`src/rtl/imem_loader_pkg.sv`:
```
// imem_loader_pkg -- shared definitions for the instruction-memory loader.
//   state_t       : loader FSM state encoding
//   MAGIC_DEFAULT : default frame start byte
package imem_loader_pkg;

    typedef enum logic [2:0] {
        S_IDLE,
        S_LEN0,
        S_LEN1,
        S_DATA,
        S_CSUM,
        S_DONE,
        S_ERR
    } state_t;

    localparam logic [7:0] MAGIC_DEFAULT = 8'hA5;

endpackage

```
`src/rtl/imem_loader.sv`:
```
// imem_loader -- receives a framed program image over a byte stream and
// writes it into instruction memory, holding the core in reset until the
// whole frame has arrived with a good checksum.
//   Frame: MAGIC, N[7:0], N[15:8], 4*N payload bytes, sum-mod-256 checksum.
// Ports:
//   clk, rst            clock, async active-high reset
//   rx_data, rx_valid   incoming byte stream
//   rx_ready            byte accepted when rx_valid && rx_ready
//   wr_en/addr/data     one-cycle instruction-memory word write
//   cpu_rst             core held in reset unless the load completed cleanly
//   busy, done, err     mutually exclusive status flags
module imem_loader
    import imem_loader_pkg::*;
#(
    parameter int         TIMEOUT_CYCLES = 1000000,
    parameter logic [7:0] MAGIC          = MAGIC_DEFAULT
) (
    input  logic        clk,
    input  logic        rst,
    input  logic [7:0]  rx_data,
    input  logic        rx_valid,
    output logic        rx_ready,
    output logic        wr_en,
    output logic [31:0] wr_addr,
    output logic [31:0] wr_data,
    output logic        cpu_rst,
    output logic        busy,
    output logic        done,
    output logic        err
);

    localparam int TW = $clog2(TIMEOUT_CYCLES + 1);

    state_t        state, nxt;
    logic [15:0]   n_len;
    logic [15:0]   word_idx;
    logic [1:0]    bcnt;
    logic [23:0]   shreg;
    logic [7:0]    csum;
    logic [TW-1:0] tcnt;

    logic acc, active, is_magic, start, timeout, word_done, last_word;

    assign rx_ready  = ~rst;
    assign acc       = rx_valid & rx_ready;
    assign is_magic  = (rx_data == MAGIC);
    assign active    = (state == S_LEN0) || (state == S_LEN1) ||
                       (state == S_DATA) || (state == S_CSUM);
    // A new frame can begin from idle or from either terminal state.
    assign start     = acc && is_magic &&
                       ((state == S_IDLE) || (state == S_DONE) || (state == S_ERR));
    // tcnt counts idle cycles already elapsed; this cycle is the last allowed.
    assign timeout   = active && !acc && (tcnt == TW'(TIMEOUT_CYCLES - 1));
    assign word_done = (state == S_DATA) && acc && (bcnt == 2'd3);
    assign last_word = (word_idx == n_len - 16'd1);

    assign busy    = active;
    assign done    = (state == S_DONE);
    assign err     = (state == S_ERR);
    assign cpu_rst = (state != S_DONE);

    always_ff @(posedge clk or posedge rst) begin
        if (rst) state <= S_IDLE;
        else     state <= nxt;
    end

    always_comb begin
        nxt = state;
        case (state)
            S_IDLE:  if (start) nxt = S_LEN0;
            S_LEN0:  if (acc) nxt = S_LEN1;
            S_LEN1:  if (acc) nxt = ({rx_data, n_len[7:0]} == 16'd0) ? S_CSUM : S_DATA;
            S_DATA:  if (word_done && last_word) nxt = S_CSUM;
            S_CSUM:  if (acc) nxt = (rx_data == csum) ? S_DONE : S_ERR;
            S_DONE,
            S_ERR:   if (start) nxt = S_LEN0;
            default: nxt = S_IDLE;
        endcase
        if (timeout) nxt = S_ERR;
    end

    always_ff @(posedge clk or posedge rst) begin
        if (rst) begin
            wr_en    <= 1'b0;
            wr_addr  <= '0;
            wr_data  <= '0;
            n_len    <= '0;
            word_idx <= '0;
            bcnt     <= '0;
            shreg    <= '0;
            csum     <= '0;
            tcnt     <= '0;
        end else begin
            wr_en <= 1'b0;

            if (!active || acc) tcnt <= '0;
            else                tcnt <= tcnt + TW'(1);

            if (start) begin
                n_len    <= '0;
                word_idx <= '0;
                bcnt     <= '0;
                csum     <= '0;
            end

            case (state)
                S_LEN0: if (acc) n_len[7:0]  <= rx_data;
                S_LEN1: if (acc) n_len[15:8] <= rx_data;
                S_DATA: if (acc) begin
                    csum  <= csum + rx_data;
                    bcnt  <= bcnt + 2'd1;
                    // Bytes enter at the top so the first lands at [7:0].
                    shreg <= {rx_data, shreg[23:8]};
                    if (bcnt == 2'd3) begin
                        wr_en    <= 1'b1;
                        wr_addr  <= {14'd0, word_idx, 2'b00};
                        wr_data  <= {rx_data, shreg};
                        word_idx <= word_idx + 16'd1;
                    end
                end
                default: ;
            endcase
        end
    end

endmodule
```
`config.mk`:
```
export PLATFORM = sky130hd
export DESIGN_NAME = imem_loader
export DESIGN_NICKNAME = d
export VERILOG_FILES = /design/src/rtl/imem_loader_pkg.sv /design/src/rtl/imem_loader.sv
export SDC_FILE = /design/constraint.sdc
export NUM_CORES = 1
export LEC_CHECK = 0
export ABC_AREA = 1
export CORE_ASPECT_RATIO = 2
export CORE_UTILIZATION = 49
export CTS_BUF_LIST = sky130_fd_sc_hd__clkbuf_8
export DETAILED_ROUTE_END_ITERATION = 8
export PLACE_DENSITY = 0.69
export SETUP_SLACK_MARGIN = 0.02
export SYNTH_ARGS = -nofsm -noshare
export SYNTH_HDL_FRONTEND = slang
export SYNTH_SLANG_ARGS = --single-unit
```
`constraint.sdc`:
```
create_clock -name clk -period 5.6 [get_ports clk]
set_clock_uncertainty 0.15 [all_clocks]
set_input_delay 0.84 -clock clk [delete_from_list [all_inputs] [get_ports clk]]
set_output_delay 0.84 -clock clk [all_outputs]
set_load 0.02 [all_outputs]
```
After elaboration in Yosys (flattened, before gate mapping)

Cells that the tools add are included.

Reductions and logical operators: 21
Muxes and demuxes: 28
Eq/ne operators: 17
Bitwise logic cells: 2
Add/sub/neg operators: 5

Operator list:

| cell                  | count |
|---|---|
| $mux 16               | 5 |
| $mux 8                | 7 |
| $mux 3                | 7 |
| $add 20x1->20 const B | 1 |
| $eq 20x20->1 const B  | 1 |
| $mux 20               | 1 |
| $add 16x1->16 const B | 1 |
| $eq 16x16->1          | 1 |
| $logic_not 16->1      | 1 |
| $sub 16x1->16 const B | 1 |
| $pmux 3 s5            | 1 |
| $ne 3x3->1 const B    | 4 |
| $eq 3x3->1 const B    | 3 |
| $add 8x8->8           | 1 |
| $eq 8x8->1            | 1 |
| $eq 8x8->1 const B    | 1 |
| $mux 2                | 4 |
| $logic_and 1x1->1     | 7 |
| $eq 3x2->1 const B    | 2 |
| $logic_or 1x1->1      | 6 |
| $reduce_and 5->1      | 1 |
| $eq 3x1->1 const B    | 1 |
| $logic_not 3->1       | 1 |
| $mux 1                | 3 |
| other kinds (10)      | 11 |

Logic and storage cells: 83
Output and inout bits: 70
Register bits: 138
Input port bits: 11

Logic depth before layout (Yosys ltp)

Depth in word-level cells: 8
Depth in mapped cells: 17
Depth with buffers taken out: 17

Least setup slack after synthesis

OpenSTA, ideal clock, no wires.

Kind: input to register
From: input port rst
To: register state[1]
Cell stages on the path: 14
Path buffers: 0
Required time: 5.324 ns
Arrival: 5.278 ns
Path slack: 0.046 ns
Cell sequence: inv_1 -> nand3_1 -> nor2_4 -> nand3_1 -> nor2_1 -> nand2_1 -> nor2_1 -> nand2_1 -> nor2_1 -> nand3_1 -> nand2_1 -> nand2_1 -> nand2_1 -> nand3_1

Cells in the longest elaborated chain, start to end: 7
Elaborated cells on any way between the ends: 17
Classes of those cells: eq/ne (5); mux (1); bitwise (2); reduce/logical (9)

RTL lines:

| element                                                   | line                                 | source |
|---|---|---|
| start, declared                                           | imem_loader.sv:19                    | `input logic rst,` |
| $not 1->1 (*)                                             | imem_loader.sv:44                    | `assign rx_ready = ~rst;` |
| $and 1x1->1 (*)                                           | imem_loader.sv:45                    | `assign acc = rx_valid & rx_ready;` |
| $logic_not 1->1 or $logic_and 1x1->1 (tied branches)      | imem_loader.sv:53, imem_loader.sv:54 |  |
| $logic_and 1x1->1 (on tied branches)                      | imem_loader.sv:53, imem_loader.sv:54 |  |
| $logic_and 1x1->1 (on tied branches)                      | imem_loader.sv:53, imem_loader.sv:73 |  |
| $ne 3x2->1 (no source line), or another cell as far along | --                                   |  |
| $reduce_and 5->1 (no source line)                         | --                                   |  |
| end signal, assigned                                      | imem_loader.sv:64                    | `else state <= nxt;` |
| end, declared                                             | imem_loader.sv:34                    | `state_t state, nxt;` |

Mark *: on every way between the ends. The rest lies on a longest branch, timed or not.
A chain may end at the register's enable or synchronous reset.

==> impl_metrics.tcl <==
set metrics [dict create \
    p_int_mw 2.34 \
    syn_inst 861 \
    start_util_pct 50.3 \
    place_congestion 0.886 \
    hold_viol 0 \
    cp.required_ns 5.75 \
    synth_flop_cell "dfrtp_1" \
    firstDrtPassIters 5 \
    maxCapViolCount 0 \
    antenna_found_initial 0 \
    sw_frac_of_total_pct 40.7 \
    pwr-share-clk_pct 22.5 \
    pre_cts_slack_ns 1.79 \
    cp.arrival_ns 3.50 \
    async_flop_share_pct 100 \
    powerDensity_mw_per_mm2 483 \
    crit_path_start_kind "input pin" \
    tns_ns 0 \
    drtAntennaViolNets 0 \
    ys_seq_area_share_pct 49.5 \
    hold_path_class "flip-flop to flip-flop" \
    peakVddDrop_mv 0.225 \
    layout-drive-gt1-share_pct 7.25 \
    drv_slew 0 \
    crit_fanout 16 \
    die_y_um 171 \
    final-setup-viol-count 0 \
    rows 61 \
    io_pins 81 \
    die-area_mm2 0.0148 \
    clockBufferDepth 2 \
    yosysWarningCount 0 \
    avgRoutedWirePerCell_um 15.0 \
    status "finished clean" \
    placed_area_mm2 0.00773 \
    grt_use_total_pct 24.5 \
    yosys_register_bits 138 \
    place_hpwl_um 12400 \
    die_w_um 86.4 \
    fin_util_pct 58.7 \
    seqPwrFrac_pct 39.1 \
    tritoncts "built" \
    fin_crit_sh_pct 59.8 \
    grt.overflow.total 0 \
    grt_pass1_vias 5702 \
    dp_cells 1095 \
    final_common_cell "nand2_1" \
    relSlewSlack_pct 35.7 \
    core_mm2 0.0139 \
    fin_ws_ns 2.25 \
    fin_nets 948 \
    final_cell_mix "nand2_1 (207), dfrtp_1 (138), inv_1 (110)" \
    max_freq_mhz 299 \
    drt_iter0_markers 381 \
    holdBufCountCts 0 \
    grt_start_max_net_pins 103 \
    final_area_mm2 0.00816 \
    cts_buffers 17 \
    finalPower_mw 3.94 \
    worstSetupEndpointType "flip-flop" \
    htreeDepth 4 \
    grt_pass1_wl_um 27600 \
    n_antenna_cell 0 \
    p_switching_mw 1.60 \
    numPortBuffers 64 \
    combPwrFrac_pct 38.4 \
    total_leakage_power_nw 3.79 \
    cts_sinks 138 \
    wirelength_um 16900 \
    synth_area_mm2 0.00698 \
    clock_latency_ns 0.45 \
    tightestPinTransition_ns 0.965 \
    fin_cells 1127 \
    layout-area-overhead-vs-synth_pct 16.9 \
    whs_ns 0.316 \
    synth_cell_types 49 \
    clock-root-buffer "clkbuf_8" \
    clkTransAtPathRegs_ns 0.09 \
    vias 5759 \
    fin_crit_ns 3.35 \
    synth_area_per_cell_um2 8.11 \
    crit_type "input pin to flip-flop" \
    ctsResizeCount 0 \
    cts_setup_buffers 0 \
    route.detailed.drc 0 \
    vias_per_cell 5.11 \
    synth-edff-count 0 \
    rsz0062_at_grt "no" \
]
-- layout make-up --
cell class | count | area [um^2]
tap | 189 | 236
fill | 1308 | 5730
inverter | 117 | 444
clock buffer | 17 | 234
timing repair buffer | 68 | 671
clock inverter | 15 | 195
sequential | 138 | 3450
multi-input combinational | 583 | 2930
-- kinds of logic after synthesis --
| family | after synthesis | share of synthesized area, % |
|---|---|---|
| buf+inv | 155 | 9.48 |
| xor+xnor | 16 | 2.01 |
| flops | 138 | 49.5 |
| other cells | 1 | 0.0537 |
| simple gates | 377 | 23.9 |
| compound gates | 162 | 12.9 |
| fa+ha+maj | 12 | 2.26 |
-- metal layers --
layer  wire length, um  vias to the layer above  GRT usage [%]
li1                  -                     2879              -
met1              6450                     2713           26.4
met2              9250                      128           45.6
met3               485                       39           3.76
met4               661                        0           12.2
met5                 0                        -              0
-- synth_stat cells (2+ instances only) --
library cell	instances	area share [%]
nand2_1	207	11
dfrtp_1	138	49
inv_1	112	6.0
o21ai_0	103	7.4
nor2_1	71	3.8
nand3_1	40	2.9
a21oi_1	27	1.9
buf_4	19	2.0
nor3_1	17	1.2
clkbuf_1	12	0.65
ha_1	11	2.0
xor2_1	11	1.4
nor2_2	8	0.72
buf_2	7	0.50
nand4_1	7	0.63
nor4_1	6	0.54
a211oi_1	5	0.54
xnor2_1	5	0.63
inv_2	4	0.22
nor3_2	4	0.57
o21a_1	4	0.43
a31oi_1	3	0.27
nand2_2	3	0.27
nand3b_1	3	0.32
o21ai_1	3	0.22
o22ai_1	3	0.27
a22oi_1	2	0.22
nor2_4	2	0.32
o211ai_1	2	0.22
o21bai_1	2	0.22
o31ai_1	2	0.22
-- path summary, 6_finish.rpt --
check / startpoint / endpoint / slack (ns) / depth (start not counted)
setup / recovery: rst / flip-flop / 2.25 / 9
hold / removal: tcnt[0] / tcnt[0] / 0.32 / 1
setup reg to reg: bcnt[0] / word_idx[5] / 2.97 / 8
hold reg to reg: tcnt[0] / tcnt[0] / 0.32 / 1
max in group asynchronous: rst / wr_data[22] / 2.92 / 4
min in group asynchronous: rst / csum[2] / 0.54 / 2
-- power groups by stage --
stage,clock (mW),sequential [mW],combinational [mW]
6_report,0.886,1.54,1.51
5_1_grt,0.938,1.58,1.70
4_1_cts,0.902,1.54,1.52
3_5_place_dp,0,1.56,1.51
3_3_place_gp,0,1.56,1.49
2_1_floorplan,0,1.65,0.893
-- worst max-delay path: stages --
cell and delay (ns):
clkdlybuf4s50_1 0.47, inv_6 0.18, nand2_1 0.31, nor2_1 0.18
inv_1 0.12, nor3_1 0.28, nand2_1 0.45, o21ai_1 0.47
o21ai_0 0.18
Note: power is estimated with default switching activity, not from simulation.
